**src/rtl/dvi_video_pkg.sv**
```systemverilog
// Shared types for the DVI pixel fetch path: the 24-bit RGB pixel word
// and the fetch scheduler state encoding.
package dvi_video_pkg;

    typedef struct packed {
        logic [7:0] red;    // [23:16]
        logic [7:0] green;  // [15:8]
        logic [7:0] blue;   // [7:0]
    } pixel_t;

    localparam int PIXEL_W = $bits(pixel_t);

    typedef enum logic [1:0] {
        ST_IDLE  = 2'd0,
        ST_FETCH = 2'd1,
        ST_DRAIN = 2'd2
    } fetch_state_t;

endpackage

```
**src/rtl/dvi_pixel_fifo.sv**
```systemverilog
// Synchronous pixel FIFO with count/full/empty, same-cycle push+pop and a flush.
// Read data is the current head (zero latency); pushes when full and pops when empty are ignored.
module dvi_pixel_fifo
    import dvi_video_pkg::*;
#(
    parameter int DEPTH = 32,
    parameter int WIDTH = PIXEL_W
) (
    input  logic                       i_clk,
    input  logic                       i_reset,
    input  logic                       i_flush,
    input  logic                       i_push,
    input  logic [WIDTH-1:0]           i_wdata,
    input  logic                       i_pop,
    output logic [WIDTH-1:0]           o_rdata,
    output logic [$clog2(DEPTH+1)-1:0] o_count,
    output logic                       o_full,
    output logic                       o_empty
);

    localparam int AW = $clog2(DEPTH);
    localparam int CW = $clog2(DEPTH + 1);

    logic [WIDTH-1:0] r_mem [DEPTH];
    logic [AW-1:0]    r_wr_ptr;
    logic [AW-1:0]    r_rd_ptr;
    logic [CW-1:0]    r_count;
    logic             w_do_push;
    logic             w_do_pop;

    assign o_full    = (r_count == CW'(DEPTH));
    assign o_empty   = (r_count == '0);
    assign o_count   = r_count;
    assign o_rdata   = r_mem[r_rd_ptr];
    assign w_do_push = i_push && !o_full && !i_flush;
    assign w_do_pop  = i_pop && !o_empty && !i_flush;

    always_ff @(posedge i_clk) begin
        if (w_do_push) begin
            r_mem[r_wr_ptr] <= i_wdata;
        end
    end

    // DEPTH is a power of two, so the pointers wrap naturally.
    always_ff @(posedge i_clk or posedge i_reset) begin
        if (i_reset) begin
            r_wr_ptr <= '0;
            r_rd_ptr <= '0;
            r_count  <= '0;
        end else if (i_flush) begin
            r_wr_ptr <= '0;
            r_rd_ptr <= '0;
            r_count  <= '0;
        end else begin
            if (w_do_push) begin
                r_wr_ptr <= r_wr_ptr + AW'(1);
            end
            if (w_do_pop) begin
                r_rd_ptr <= r_rd_ptr + AW'(1);
            end
            r_count <= r_count + CW'(w_do_push) - CW'(w_do_pop);
        end
    end

endmodule

```
**src/rtl/dvi_line_fetch_controller.sv**
```systemverilog
// Framebuffer read scheduler for the DVI pixel path: credit-limited burst requests into a pixel FIFO,
// one pixel popped per dataenable cycle and registered to R/G/B with de_out (1-cycle latency).
module dvi_line_fetch_controller
    import dvi_video_pkg::*;
#(
    parameter int                H_ACTIVE   = 640,
    parameter int                V_ACTIVE   = 480,
    parameter int                FIFO_DEPTH = 32,
    parameter int                BURST_LEN  = 8,
    parameter int                ADDR_W     = 24,
    parameter logic [ADDR_W-1:0] FB_BASE    = '0
) (
    input  logic              i_clk,
    input  logic              i_reset,
    input  logic              i_frame_start,
    input  logic              i_dataenable,
    output logic              o_rd_req,
    output logic [ADDR_W-1:0] o_rd_addr,
    input  logic              i_rd_ack,
    input  logic              i_rd_valid,
    input  logic [23:0]       i_rd_data,
    output logic [7:0]        o_red,
    output logic [7:0]        o_green,
    output logic [7:0]        o_blue,
    output logic              o_de_out,
    output logic              o_underflow,
    output logic              o_overflow
);

    localparam int TOTAL_PIX = H_ACTIVE * V_ACTIVE;
    localparam int WR_W      = $clog2(TOTAL_PIX + 1);
    localparam int CNT_W     = $clog2(FIFO_DEPTH + 1);
    localparam int OUT_W     = CNT_W + 1;

    fetch_state_t      r_state;
    logic              r_rd_req;
    logic [ADDR_W-1:0] r_rd_addr;
    logic [WR_W-1:0]   r_words_req;
    logic [OUT_W-1:0]  r_outstanding;
    logic [7:0]        r_red;
    logic [7:0]        r_green;
    logic [7:0]        r_blue;
    logic              r_de_out;
    logic              r_underflow;
    logic              r_overflow;

    logic [CNT_W-1:0]  w_fifo_count;
    logic              w_fifo_full;
    logic              w_fifo_empty;
    logic [PIXEL_W-1:0] w_fifo_rdata;
    pixel_t            w_head;
    logic              w_fetch;
    logic              w_push;
    logic              w_pop;
    logic              w_ack;
    logic              w_more;
    logic              w_credit_ok;
    logic [31:0]       w_credit_sum;
    logic [OUT_W-1:0]  w_out_next;

    assign w_fetch      = (r_state == ST_FETCH);
    assign w_ack        = r_rd_req && i_rd_ack;
    assign w_push       = w_fetch && i_rd_valid;
    assign w_pop        = i_dataenable && !w_fifo_empty;
    assign w_head       = pixel_t'(w_fifo_rdata);
    assign w_more       = (32'(r_words_req) < 32'(TOTAL_PIX));
    assign w_credit_sum = 32'(w_fifo_count) + 32'(r_outstanding) + 32'(BURST_LEN);
    assign w_credit_ok  = (w_credit_sum <= 32'(FIFO_DEPTH));
    // An accepted burst becomes outstanding in the same cycle any returning word retires one.
    assign w_out_next   = r_outstanding
                        + (w_ack ? OUT_W'(BURST_LEN) : '0)
                        - (i_rd_valid ? OUT_W'(1) : '0);

    dvi_pixel_fifo #(
        .DEPTH (FIFO_DEPTH),
        .WIDTH (PIXEL_W)
    ) u_fifo (
        .i_clk   (i_clk),
        .i_reset (i_reset),
        .i_flush (i_frame_start),
        .i_push  (w_push),
        .i_wdata (i_rd_data),
        .i_pop   (w_pop),
        .o_rdata (w_fifo_rdata),
        .o_count (w_fifo_count),
        .o_full  (w_fifo_full),
        .o_empty (w_fifo_empty)
    );

    always_ff @(posedge i_clk or posedge i_reset) begin
        if (i_reset) begin
            r_state       <= ST_IDLE;
            r_rd_req      <= 1'b0;
            r_rd_addr     <= FB_BASE;
            r_words_req   <= '0;
            r_outstanding <= '0;
        end else begin
            case (r_state)
                ST_IDLE: begin
                    if (i_frame_start) begin
                        r_state     <= ST_FETCH;
                        r_rd_addr   <= FB_BASE;
                        r_words_req <= '0;
                    end
                end
                ST_FETCH: begin
                    r_outstanding <= w_out_next;
                    if (i_frame_start) begin
                        if (w_ack) begin
                            r_rd_req <= 1'b0;
                        end
                        // Words still in flight belong to the old frame and must be drained first.
                        if ((w_out_next != '0) || (r_rd_req && !i_rd_ack)) begin
                            r_state <= ST_DRAIN;
                        end else begin
                            r_rd_addr   <= FB_BASE;
                            r_words_req <= '0;
                        end
                    end else if (w_ack) begin
                        r_rd_req    <= 1'b0;
                        r_rd_addr   <= r_rd_addr + ADDR_W'(BURST_LEN);
                        r_words_req <= r_words_req + WR_W'(BURST_LEN);
                    end else if (!r_rd_req && w_more && w_credit_ok) begin
                        r_rd_req <= 1'b1;
                    end
                end
                ST_DRAIN: begin
                    r_outstanding <= w_out_next;
                    if (w_ack) begin
                        r_rd_req <= 1'b0;
                    end
                    if ((r_outstanding == '0) && !r_rd_req) begin
                        r_state     <= ST_FETCH;
                        r_rd_addr   <= FB_BASE;
                        r_words_req <= '0;
                    end
                end
                default: begin
                    r_state  <= ST_IDLE;
                    r_rd_req <= 1'b0;
                end
            endcase
        end
    end

    always_ff @(posedge i_clk or posedge i_reset) begin
        if (i_reset) begin
            r_red       <= '0;
            r_green     <= '0;
            r_blue      <= '0;
            r_de_out    <= 1'b0;
            r_underflow <= 1'b0;
            r_overflow  <= 1'b0;
        end else begin
            r_de_out <= i_dataenable;
            if (w_pop) begin
                r_red   <= w_head.red;
                r_green <= w_head.green;
                r_blue  <= w_head.blue;
            end else begin
                r_red   <= '0;
                r_green <= '0;
                r_blue  <= '0;
            end
            if (i_dataenable && w_fifo_empty) begin
                r_underflow <= 1'b1;
            end
            if (w_fetch && i_rd_valid && w_fifo_full) begin
                r_overflow <= 1'b1;
            end
        end
    end

    assign o_rd_req    = r_rd_req;
    assign o_rd_addr   = r_rd_addr;
    assign o_red       = r_red;
    assign o_green     = r_green;
    assign o_blue      = r_blue;
    assign o_de_out    = r_de_out;
    assign o_underflow = r_underflow;
    assign o_overflow  = r_overflow;

endmodule

```
**config.mk**
```make
export PLATFORM = sky130hd
export DESIGN_NAME = dvi_line_fetch_controller
export DESIGN_NICKNAME = d
export VERILOG_FILES = /design/src/rtl/dvi_video_pkg.sv /design/src/rtl/dvi_pixel_fifo.sv /design/src/rtl/dvi_line_fetch_controller.sv
export SDC_FILE = /design/constraint.sdc
export NUM_CORES = 1
export LEC_CHECK = 0
export BUFFER_PORTS_ARGS = -buffer_cell sky130_fd_sc_hd__buf_2
export CORE_ASPECT_RATIO = 0.9
export CORE_MARGIN = 2
export CORE_UTILIZATION = 33
export CTS_CLUSTER_DIAMETER = 40
export DETAILED_ROUTE_END_ITERATION = 6
export SLEW_MARGIN = 20
export SYNTH_ARGS = -nofsm -noshare
export SYNTH_HDL_FRONTEND = slang
export SYNTH_SLANG_ARGS = --single-unit
```
**constraint.sdc**
```tcl
create_clock -name i_clk -period 6.6 [get_ports i_clk]
set_clock_uncertainty 0.1 [all_clocks]
set_input_delay 1.32 -clock i_clk [delete_from_list [all_inputs] [get_ports i_clk]]
set_output_delay 1.32 -clock i_clk [all_outputs]
set_load 0.005 [all_outputs]
```
* After elaboration in Yosys (flattened, before gate mapping)
Memory sizes are Yosys's and may differ from the RTL's.
Cells that the tools add are included.
** Storage, ports and cells
- Bits in writable memories :: 768
- Logic and storage cells :: 102
- Memories kept :: 1
- Flip-flop bits (word level) :: 96
** Operators by class
- Add/subtract/negate cells :: 10
- Magnitude comparators :: 2
- Bitwise gates (word level) :: 1
- Eq/ne operators :: 10
- Reductions and logical operators :: 30
- Muxes and demuxes :: 34
** Memories
- u_fifo.r_mem :: depth 32, width 24, rd ports 1, clocked after Yosys merged registers in 0, wr ports 1, line dvi_pixel_fifo.sv:24 : logic [WIDTH-1:0] r_mem [DEPTH];
** Operators by type and width (count)
- 24-bit two-way mux :: 5
- 19-bit two-way mux :: 5
- 24-bit case mux with 3 select lines :: 1
- 19-bit case mux with 3 select lines :: 1
- 24-bit by 4-bit adder with 24-bit output (second input constant) :: 1
- 8-bit two-way mux :: 3
- 5-bit two-way mux :: 4
- 19-bit by 4-bit adder with 19-bit output (second input constant) :: 1
- 19-bit less-than comparator (second input constant) :: 1
- 1-bit logical AND :: 13
- 5-bit by 1-bit adder with 5-bit output (second input constant) :: 2
- 8-bit by 4-bit adder with 9-bit output (second input constant) :: 1
- 9-bit by 6-bit <= comparator with 1-bit output (second input constant) :: 1
- 6-bit by 7-bit adder with 8-bit output :: 1
- 2-bit two-way mux :: 4
- 7-bit by 4-bit adder with 7-bit output :: 1
- 7-bit logical NOT :: 1
- 1-bit two-way mux :: 7
- 7-bit nonzero test :: 1
- 7-bit by 1-bit subtractor with 7-bit output :: 1
- 6-bit by 1-bit adder with 6-bit output :: 1
- 6-bit == test (second input constant) :: 1
- 6-bit logical NOT :: 1
- 6-bit two-way mux :: 1
- 21 further kinds :: 28

* Depth between registers and ports, before layout
- Depth in word-level cells :: 9
- Mapped depth :: 18
- Gate-level depth less buffers :: 17

* Hierarchy
A second synthesis with hierarchy kept.
** Second synthesis, totals
- Cells, all modules :: 1943
- Area total of the unflattened synthesis :: 34476.8 um^2
** Modules (own cells, without submodules)
- dvi_pixel_fifo :: instances 1, seq. area each 23462.5 um^2, area an instance 30369.1 um^2, cells an instance 1516
- dvi_line_fetch_controller :: instances 1, seq. area each 1851.8 um^2, area an instance 4107.7 um^2, cells an instance 427

* Least setup slack after synthesis
Ideal clock, no wire load.
- Kind :: input to register
- From :: input i_rd_valid
- To :: register r_rd_addr[17], in the netlist o_rd_addr[17]
- Data required time :: 6.365 ns
- Stages on the path :: 12
- Path buffers :: 2
- Arrival :: 3.554 ns
- Setup slack :: 2.811 ns
- Cell sequence :: ha_1 > inv_1 > ha_1 > fa_1 > a21o_1 > a21oi_1 > xnor2_1 > nor4_2 > o21a_1 > buf_2 > buf_2 > a31oi_1
** On the way
- Word-level cells in the longest chain between the ends :: 6
** RTL lines
- from (decl) :: line dvi_line_fetch_controller.sv:20 : input logic i_rd_valid,
- 1-bit two-way mux :: line dvi_line_fetch_controller.sv:72 : - (i_rd_valid ? OUT_W'(1) : '0);
- 7-bit by 1-bit subtractor with 7-bit output :: line dvi_line_fetch_controller.sv:72
- 7-bit nonzero test :: line dvi_line_fetch_controller.sv:113 : if ((w_out_next != '0) || (r_rd_req && !i_rd_ack)) begin
- 1-bit logical OR :: line dvi_line_fetch_controller.sv:113
- 3-bit != test (no line)
- 5-bit AND reduction (no line)
- to (signal assigned) :: line dvi_line_fetch_controller.sv:121 : r_rd_addr <= r_rd_addr + ADDR_W'(BURST_LEN);
- to (decl) :: line dvi_line_fetch_controller.sv:37 : logic [ADDR_W-1:0] r_rd_addr;
Every way passes these cells.
A chain may end at the register's enable or synchronous reset.

* Final worst setup path
- From :: register r_state[1]
- To :: memory u_fifo.r_mem[27][18] (netlist name), enable pin
** On the way
- Word-level cells in the longest chain between the ends :: 6
** RTL lines
- from (decl) :: line dvi_line_fetch_controller.sv:35 : fetch_state_t r_state;
- from (signal assigned) :: line dvi_line_fetch_controller.sv:92 : r_state <= ST_IDLE;
- from (signal assigned) :: line dvi_line_fetch_controller.sv:101 : r_state <= ST_FETCH;
- from (signal assigned) :: line dvi_line_fetch_controller.sv:114 : r_state <= ST_DRAIN;
- 2-bit by 1-bit == test with 1-bit output :: line dvi_line_fetch_controller.sv:61 : assign w_fetch = (r_state == ST_FETCH);
- 1-bit logical AND :: line dvi_line_fetch_controller.sv:63 : assign w_push = w_fetch && i_rd_valid;
- 1-bit logical AND (2 in series) :: line dvi_pixel_fifo.sv:35 : assign w_do_push = i_push && !o_full && !i_flush;
- 1-bit two-way mux :: line dvi_pixel_fifo.sv:39 : if (w_do_push) begin
- 1-bit two-way mux (implied by the code) :: line dvi_pixel_fifo.sv:40 : r_mem[r_wr_ptr] <= i_wdata;
- to (decl) :: line dvi_pixel_fifo.sv:24
Every way passes these cells.

==> results.md <==
- After synthesis the netlist holds a flip-flop and latch count of 858.
- The count of mapped cells out of synthesis is 1,664.
- The distinct cell type count after synthesis is 67.
- During synthesis, Yosys emitted a total of 0 warnings.
- The detail route stage leaves a number of antenna-violating nets equal to 0.
- After the last flow step, the layout net total stands at 1,846.
- The design draws 15,200 uW.
- The kind of end point of the critical path is a flip-flop.
- Headroom to the max-slew limit came out at 26.7%.
- The minimum hold slack is 365 ps.
- The core region is 102,000 um^2.
- Max-cap violations in this run came to 0.
- For this configuration, the core starts out at a cell density of 33.4%.
- The post-CTS setup buffer count is 0.
- Buffers inserted to repair hold after CTS numbered 0.
- After clock tree synthesis, the clock-pin slew on the worst setup and hold paths is 60 ps.
- Walking the worst path, the cells encountered are inv_1 > ha_1 > nand2_1 > nor3_1 > nand2_1 > nor2_4.
- Subtracting the final worst setup slack from the clock period gives 4220 ps.
- The cell at the root of the clock tree is sky130_fd_sc_hd__clkbuf_16.
- The proportion of layout cells with a drive suffix above 1 is 29.3%.
- At the pin with the least slew margin, the transition time is 1100 ps.
- The insertion delay to the later sink of the worst-skew pair is 670 ps.
- The share of synthesized registers carrying an async set or reset is 10.5%.
- The die area is 106,000 um^2.
- Summed over its instances, the top area cell type makes up 67.5% of the synthesized netlist area.
- The congestion estimate from routability-driven global placement came to 0.795.
- The final routed wire length divided by cell count is 27.1 um.
- The delay of the slowest cell on the worst path is 960 ps.
- The quantity of I/O buffers inserted on ports is 78.
- The TritonCTS clock tree is done.
- Buffers inserted during clock tree synthesis total 99.
- STA puts the critical path data arrival time at 4400 ps.
- The flow ran to the end, and the final reports show no timing, DRC or antenna violations.
- Dividing total power by cell area gives a power density of 384 nW/um^2.
- Along the worst path, the maximum fanout reaches 24.
- The clock tree buffer depth is 3.
- The startpoint class of the critical path is a flip-flop.
- The pin count of the biggest net entering global routing is 83.
- The leakage power is 0.0126 uW.
- The number of standard-cell rows in the floorplan is 111.
- The final number of hold-violating endpoints is 0.
- The final wirelength is 87.0 mm.
- The leftover overflow at the end of global routing is 0.
- Yosys instantiated no cell more often than sky130_fd_sc_hd__edfxtp_1.
- The detail-routed via count per cell is 5.37.
- The count of buffering cells on the critical path with inverters included is 1.
- VDD sags by at most 0.286 mV.
- For this block, the initial DRC count from the detailed router was 2,321.
- The setup path with the least slack is of type reg -> reg.
- The chip height is 309 um.
- Adding up every negative setup slack in the final design gives 0 ps.
- The number of antenna violations at the first check in global routing is 6.
- Setup repair after global routing left no endpoint under its margin.
- The final non-filler cell total is 3,212.
- The mean cell area of the mapped netlist is 20.5 um^2.
- The repair_antennas step left the layout with diodes totalling 0.
- Summed over all nets, the half-perimeter wirelength after detailed placement is 52.8 mm.
- The data required time of the critical path is 6780 ps.
- The clock tree synthesis step divided the H-tree into 3 levels.
- The number of slew-limit violations in the final report was 0.
- For this run, the total global-route usage over all layers was measured as 16.5%.
- The number of global-route vias before repair came to 17,300.
- After detailed routing, the number of remaining DRC violations is 0.
- The path class of the tightest hold or removal check is reg -> reg.
- By count the netlist is led by 768 x sky130_fd_sc_hd__edfxtp_1, 240 x sky130_fd_sc_hd__mux4_2, 107 x sky130_fd_sc_hd__nor2_1.
- The tree built by TritonCTS fans out to 858 sinks.
- The number of enable flip-flop cells after synthesis is 768.
- Ranked by total cell area, the synthesized netlist is headed by sky130_fd_sc_hd__edfxtp_1 68%, sky130_fd_sc_hd__mux4_2 16%, sky130_fd_sc_hd__dfrtp_1 6.6%.
- The ratio of final minimum period to clock period is 63.9%.
- The number of ports placed on the die boundary is 82.
- For this design, the slowest cell found on the critical path is sky130_fd_sc_hd__nor2_4.
- The count of TritonRoute iterations in the first routing pass is 5.
- The first global-routing pass estimated 125 mm of wire.
- The top flip-flop cell by instance count after synthesis is sky130_fd_sc_hd__edfxtp_1.
- Among cell families on the critical path, the largest total delay comes from simple AND/OR/NAND/NOR gates.
- The post-cts resize count is 0.
- Setup violations remaining at the end of the flow were counted as 0.
- Counting stages on the worst path, the most repeated cell is sky130_fd_sc_hd__nand2_1.
- The die extent in x is 343 um.
- The sequential cell area fraction in the yosys report is 74.1%.
- Compared with the post-synthesis result, the final layout area differs by 16.2%.
- The number of placed instances, taps included, is 3,028.
- The detailed router placed 17,300 vias in this run.
- The synthesized netlist occupies a cell area of 34,100 um^2.
- Summed over all instances, the cell type with the most area after synthesis is sky130_fd_sc_hd__edfxtp_1.
- The peak clock frequency supported by timing is 237 MHz.
-- metal layers --
metal	global-route usage [%]	part of all wire, %	wire (um)
met1	25.8	46	40300
met2	23.9	44	38200
met3	2.83	8.1	7080
met4	3.61	1.7	1450
met5	0	0	0
-- worst reg2reg max path, stage by stage, from the launching register on --
cell	delay [ps]
sky130_fd_sc_hd__dfrtp_1	410
sky130_fd_sc_hd__inv_1	110
sky130_fd_sc_hd__ha_1	400
sky130_fd_sc_hd__nand2_1	120
sky130_fd_sc_hd__nor3_1	780
sky130_fd_sc_hd__nand2_1	910
sky130_fd_sc_hd__nor2_4	990
-- kinds of logic after synthesis --
| group | after synthesis | synth area share [%] |
|---|---|---|
| muxes | 271 | 16.7 |
| DFF | 858 | 74.1 |
| AOI/OAI and AO/OA | 120 | 2.37 |
| and+or+nand+nor | 234 | 3.23 |
| buffers and inverters | 121 | 1.47 |
| xor gates and xnor gates | 16 | 0.410 |
| adders and majority gates | 43 | 1.64 |
| other | 1 | 0.0110 |
-- sequential cells by signal (all words and copies together) (netlist names), 6 cells and up --
name            cells
o_green             8
u_fifo.o_count      6
u_fifo.r_mem      768
o_rd_addr          21
o_red               8
o_blue              8
r_outstanding       7
r_words_req        16
-- worst paths after layout --
path	start	end	slack, ps	cells past startpoint
max reg2reg	r_state[1]$_DFFE_PP0P_	u_fifo.r_mem[27][18]$_DFFE_PP_	2380	6
max	r_state[1]$_DFFE_PP0P_	u_fifo.r_mem[27][18]$_DFFE_PP_	2380	6
max in group asynchronous	i_reset	u_fifo.r_rd_ptr[0]$_DFFE_PP0P_	4610	3
min	o_overflow$_DFFE_PP0P_	o_overflow$_DFFE_PP0P_	370	1
min reg2reg	o_overflow$_DFFE_PP0P_	o_overflow$_DFFE_PP0P_	370	1
min in group asynchronous	i_reset	o_overflow$_DFFE_PP0P_	640	2
-- report_power, final --
group          switching [uW]  internal (uW)
Clock                    2310           3350
Sequential                205           6080
Combinational            1890           1410
-- metrics by stage --
stage / instance area (um^2) / setup slack (ps) / util [%]
after global routing: 39700 / 2180 / 38.8
after CTS: 39700 / 2380 / 38.8
final: 39700 / 2380 / 38.8
after floorplan: 34200 / 2810 / -
after detailed placement: 36300 / 1920 / 35.5
after global placement: 36300 / 2010 / 35.5
-- final cells by class --
class / instances / area (um^2)
clock buffers: 112 / 2590
inverters: 38 / 145
fillers: 9148 / 62500
well taps: 1356 / 1700
clock inverters: 72 / 825
flip-flops and latches: 858 / 25300
multi-input cells: 687 / 8580
repair buffers: 89 / 523
-- cell usage in the layout (no fill, tap or decap), drive strengths merged, types with 3 or more instances in the layout --
master,instances
edfxtp,768
mux4,240
clkbuf,112
nor2,108
dfrtp,90
buf,89
inv,56
nand2,45
ha,40
clkinv,32
mux2i,31
a21oi,25
nand3,23
o21ai,23
a31oi,18
nor3,13
bufinv,12
a21o,10
xor2,10
o21a,10
clkinvlp,10
nand4,8
xnor2,6
nor4,6
and3,5
nand3b,5
nor2b,4
and2,4
a41oi,4
a211oi,4
nor3b,3
a31o,3
fa,3
conb,3
o31ai,3
Power figures use the tool's default switching activity.
